===== src/rtl/irq_ctrl.sv =====
// irq_ctrl: edge-capturing, maskable, fixed-priority interrupt
// controller that drives the core's one-hot INT[3:0] until acked.
// Optional: define IRQ_SYNC_EN to add a 2-flop input synchronizer.
module irq_ctrl #(
    parameter int         N_IRQ    = 4,
    parameter logic [3:0] MASK_RST = 4'hF,
    parameter int         HOLDOFF  = 1
) (
    input  logic             clk,
    input  logic             rst,
    input  logic [N_IRQ-1:0] irq_in,
    input  logic             mask_we,
    input  logic [N_IRQ-1:0] mask_wd,
    input  logic             int_ack,
    output logic [N_IRQ-1:0] int_out,
    output logic             int_req,
    output logic [1:0]       int_id,
    output logic [N_IRQ-1:0] pending,
    output logic [N_IRQ-1:0] mask
);

    typedef enum logic [1:0] {
        IDLE,
        REQ,
        HOLD
    } state_t;

    state_t           state;
    logic [2:0]       hold_cnt;
    logic [N_IRQ-1:0] irq_src;
    logic [N_IRQ-1:0] irq_prev;
    logic [N_IRQ-1:0] rise;
    logic [N_IRQ-1:0] clr;
    logic [N_IRQ-1:0] eligible;
    logic [1:0]       sel_id;

`ifdef IRQ_SYNC_EN
    logic [N_IRQ-1:0] sync_q1;
    logic [N_IRQ-1:0] sync_q2;

    // Two-stage synchronizer for sources from other clock domains
    always_ff @(posedge clk) begin
        if (rst) begin
            sync_q1 <= '0;
            sync_q2 <= '0;
        end else begin
            sync_q1 <= irq_in;
            sync_q2 <= sync_q1;
        end
    end

    assign irq_src = sync_q2;
`else
    assign irq_src = irq_in;
`endif

    assign rise     = irq_src & ~irq_prev;
    assign eligible = pending & mask;

    // Served bit is cleared only when the core acks in REQ
    always_comb begin
        clr = '0;
        if (state == REQ && int_ack) begin
            clr[int_id] = 1'b1;
        end
    end

    // Fixed priority: lowest index wins, so scan high to low
    always_comb begin
        sel_id = '0;
        for (int i = N_IRQ - 1; i >= 0; i--) begin
            if (eligible[i]) begin
                sel_id = i[1:0];
            end
        end
    end

    // Edge history, sticky pending (set beats clear) and mask register
    always_ff @(posedge clk) begin
        if (rst) begin
            irq_prev <= '0;
            pending  <= '0;
            mask     <= MASK_RST;
        end else begin
            irq_prev <= irq_src;
            pending  <= (pending & ~clr) | rise;
            if (mask_we) begin
                mask <= mask_wd;
            end
        end
    end

    // Request FSM: issue, hold until ack, then optional holdoff gap
    always_ff @(posedge clk) begin
        if (rst) begin
            state    <= IDLE;
            hold_cnt <= '0;
            int_out  <= '0;
            int_req  <= 1'b0;
            int_id   <= '0;
        end else begin
            unique case (state)
                IDLE: begin
                    if (|eligible) begin
                        int_id          <= sel_id;
                        int_out         <= '0;
                        int_out[sel_id] <= 1'b1;
                        int_req         <= 1'b1;
                        state           <= REQ;
                    end
                end
                REQ: begin
                    if (int_ack) begin
                        int_out <= '0;
                        int_req <= 1'b0;
                        if (HOLDOFF > 0) begin
                            hold_cnt <= 3'(HOLDOFF - 1);
                            state    <= HOLD;
                        end else begin
                            state <= IDLE;
                        end
                    end
                end
                HOLD: begin
                    if (hold_cnt == '0) begin
                        state <= IDLE;
                    end else begin
                        hold_cnt <= hold_cnt - 3'd1;
                    end
                end
                default: state <= IDLE;
            endcase
        end
    end

endmodule


===== config.mk =====
export PLATFORM = sky130hd
export DESIGN_NAME = irq_ctrl
export DESIGN_NICKNAME = d
export VERILOG_FILES = /design/src/rtl/irq_ctrl.sv
export SDC_FILE = /design/constraint.sdc
export NUM_CORES = 1
export LEC_CHECK = 0
export ABC_CLOCK_PERIOD_IN_PS = 3700
export CORE_MARGIN = 2
export CORE_UTILIZATION = 49
export DETAILED_ROUTE_END_ITERATION = 12
export GPL_TIMING_DRIVEN = 0
export PLACE_DENSITY = 0.84
export SETUP_SLACK_MARGIN = 0.2
export SLEW_MARGIN = 20
export SYNTH_ARGS = -nofsm -noshare
export SYNTH_HDL_FRONTEND = slang
export SYNTH_SLANG_ARGS = --single-unit

===== constraint.sdc =====
create_clock -name clk -period 3.7 [get_ports clk]
set_input_delay 0.74 -clock clk [delete_from_list [all_inputs] [get_ports clk]]
set_output_delay 0.74 -clock clk [all_outputs]
set_load 0.01 [all_outputs]

==> results.yml <==
layout:
  diodes: 0
  layout_commonest_cell: "clkdlybuf4s50_1"
  finalNonFillerCells: 160
  nets: 149
  nFillCells: 181
  final_cell_mix: "clkdlybuf4s50_1 (26), dfxtp_1 (24), nor2b_1 (12)"
  drive_above_1_share: 0.0376
  syn_to_final_growth_pct: 32.5
critical_path:
  cp_slowest_cell: "clkdlybuf4s50_1"
  critPathMaxStageDelay_ns: 0.59
  cp-startpoint: "int_id[0]"
  worstPathRequired_ns: 2.96
  critPathTopFamily: "buffers and inverters"
  cp-start-kind: "flip-flop"
  criticalPathCategory: "flip-flop to output pin"
  timing.critical_path.buf_inv: 1
  crit_arrival_ns: 1.36
  cp_max_fo: 6
  r2r-start: "pending[2]"
  crit_path_end_kind: "output pin"
  path_cells: "clkdlybuf4s50_1"
route:
  drtPass1Iterations: 4
  num_vias: 872
  route.detailed.drc: 0
  ant_nets: 0
  wire_per_inst_um: 13.2
  drtIter0Drc: 23
  wl_um: 2120
  avgViaCountPerCell: 5.45
placed_design:
  hpwlAfterDp_um: 1540
  place_inst: 157
  port_buffers: 26
  place_congestion: 0.867
yosys:
  netlist_area_um2: 975
  synth_nets: 118
  syn_area_per_cell_um2: 9.37
  yosysTopAreaCell: "dfxtp_1"
  synth_cell_types: 29
  synth-seq-cells: 24
  yosysSeqAreaShare: 0.493
  yosys_warnings: 0
  synthCells: 104
  synthTopCellsByArea: "dfxtp_1 (49%), nor2b_1 (7.7%), a21oi_1 (4.6%), a211o_1 (3.6%), nand2b_1 (3.2%)"
  synth_top_area_frac: 0.493
sta:
  rsz0062_at_grt: "false"
  relSlewSlack: 0.676
  tightest_slew_ns: 0.486
  tns_ns: 0
  setup_viol_count_final: 0
  slew_viol_final: 0
  hold_viol: 0
  max_freq_ghz: 0.476
  period_share: 0.568
  finClkSkew_ns: 0.00109
  fin_crit_ns: 2.10
clock_tree:
  cts_hold_buf: 0
  clk_latency_ns: 0.30
  ctsLongestPathBuffers: 2
  cts.repair.resized: 0
  cts_tree: "done"
  cts_buffers: 3
  cts_root_buffer: "clkbuf_4"
  cts_setup_buffers: 0
  cts.sinks: 24
  path_clk_slew_ns: 0.12
  htreeDepth: 1
global_route:
  grt_pass1_wl_um: 3640
  track_usage: 0.193
  antenna_found_initial: 0
  grt.overflow.total: 0
  grt_max_degree: 13
  first_global_vias: 865
pwr:
  seq_power_share: 0.571
  p_switching_mw: 0.137
  ir_drop_uv: 335
  clkPwrFrac: 0.209
  p_leak_nw: 0.461
  p_comb_frac: 0.220
  switching_share: 0.267
  p_int_mw: 0.377
  powerDensity_mw_per_mm2: 399
floorplanning:
  fp-row-count: 16
  dieArea_mm2: 0.00236
  io_pins: 27
  core-area_mm2: 0.00192
  die_y_um: 48.6
  dieWidth_um: 48.6
  initial_core_util: 0.507
outcome:
  status: "finished clean"
hold_path:
  hp-start: "int_req"
  min_path_type: "flip-flop to flip-flop"
flow_run:
  cap_violations: 0
[power groups by stage]
stage	clock network, mW	logic [mW]	registers (mW)
3_5_place_dp	0	0.113	0.299
5_1_grt	0.125	0.122	0.296
4_1_cts	0.111	0.114	0.294
6_report	0.108	0.113	0.294
2_1_floorplan	0	0.0540	0.303
3_3_place_gp	0	0.110	0.298
[Yosys cell counts]
cell type / n
dfxtp_1: 24
nor2b_1: 12
a21oi_1: 9
nand2_1: 7
nor2_1: 6
nand2b_1: 5
nand3_1: 5
a211o_1: 4
nand4_1: 3
o21ai_0: 3
a22oi_1: 2
clkbuf_1: 2
ha_1: 2
inv_1: 2
nand3b_1: 2
nor3_1: 2
xnor2_1: 2
a2111o_1: 1
a211oi_1: 1
a21oi_2: 1
a221oi_1: 1
a311o_1: 1
and2_1: 1
and3b_1: 1
buf_6: 1
mux2i_1: 1
nor3b_1: 1
o21ai_1: 1
o31ai_1: 1
[worst paths after layout]
path           endpoint  cells after the start  slack [ns]
max reg2reg  int_out[0]                      5        2.17
min reg2reg     int_req                      2        0.46
min             int_req                      2        0.46
max           int_id[0]                      1        1.60
[state kept, by name, indices dropped and copies added (netlist names)]
name	cells
hold_cnt	3
int_id	2
int_req	1
mask	4
pending	4
int_out	4
irq_prev	4
state	2
[logic make-up after synthesis]
| group | after synthesis | synth area share |
|---|---|---|
| flip-flops | 24 | 0.493 |
| XOR/XNOR | 2 | 0.0180 |
| adder cells (fa/ha/maj) | 2 | 0.0257 |
| multiplexers | 1 | 0.0103 |
| buffers and inverters | 5 | 0.0270 |
| AND/OR/NAND/NOR | 45 | 0.253 |
| AO/OA/AOI/OAI | 25 | 0.173 |
[layer usage]
layer,up-vias,wire [um],track usage
met1,411,892,0.212
met4,0,24,0.0905
met5,-,0,0
li1,428,-,-
met3,4,88,0.0278
met2,29,1110,0.361
[through the flow]
step / setup slack, ns / cell area [um2] / power, mW / utilization / hold WS (ns)
6_report: 1.60 / 1290 / 0.515 / 0.672 / 0.460
5_1_grt: 1.57 / 1290 / 0.544 / 0.672 / 0.482
4_1_cts: 1.60 / 1290 / 0.519 / 0.672 / 0.465
3_5_place_dp: 1.61 / 1270 / 0.412 / 0.660 / 0.448
3_3_place_gp: 1.64 / 1270 / 0.408 / 0.660 / 0.445
2_1_floorplan: 2.23 / 975 / 0.357 / - / 0.460
[final cells by class]
| class | count | area (um2) | area share |
|---|---|---|---|
| flip-flops and latches | 24 | 480 | 0.372 |
| multi-input cells | 75 | 468 | 0.362 |
| repair buffers | 26 | 260 | 0.202 |
| well taps | 27 | 33.8 | 0.0262 |
| clock buffers | 3 | 22.5 | 0.0174 |
| plain buffers | 3 | 18.8 | 0.0145 |
| inverters | 2 | 7.51 | 0.00581 |
No activity file was read; power rests on OpenSTA's default activity.
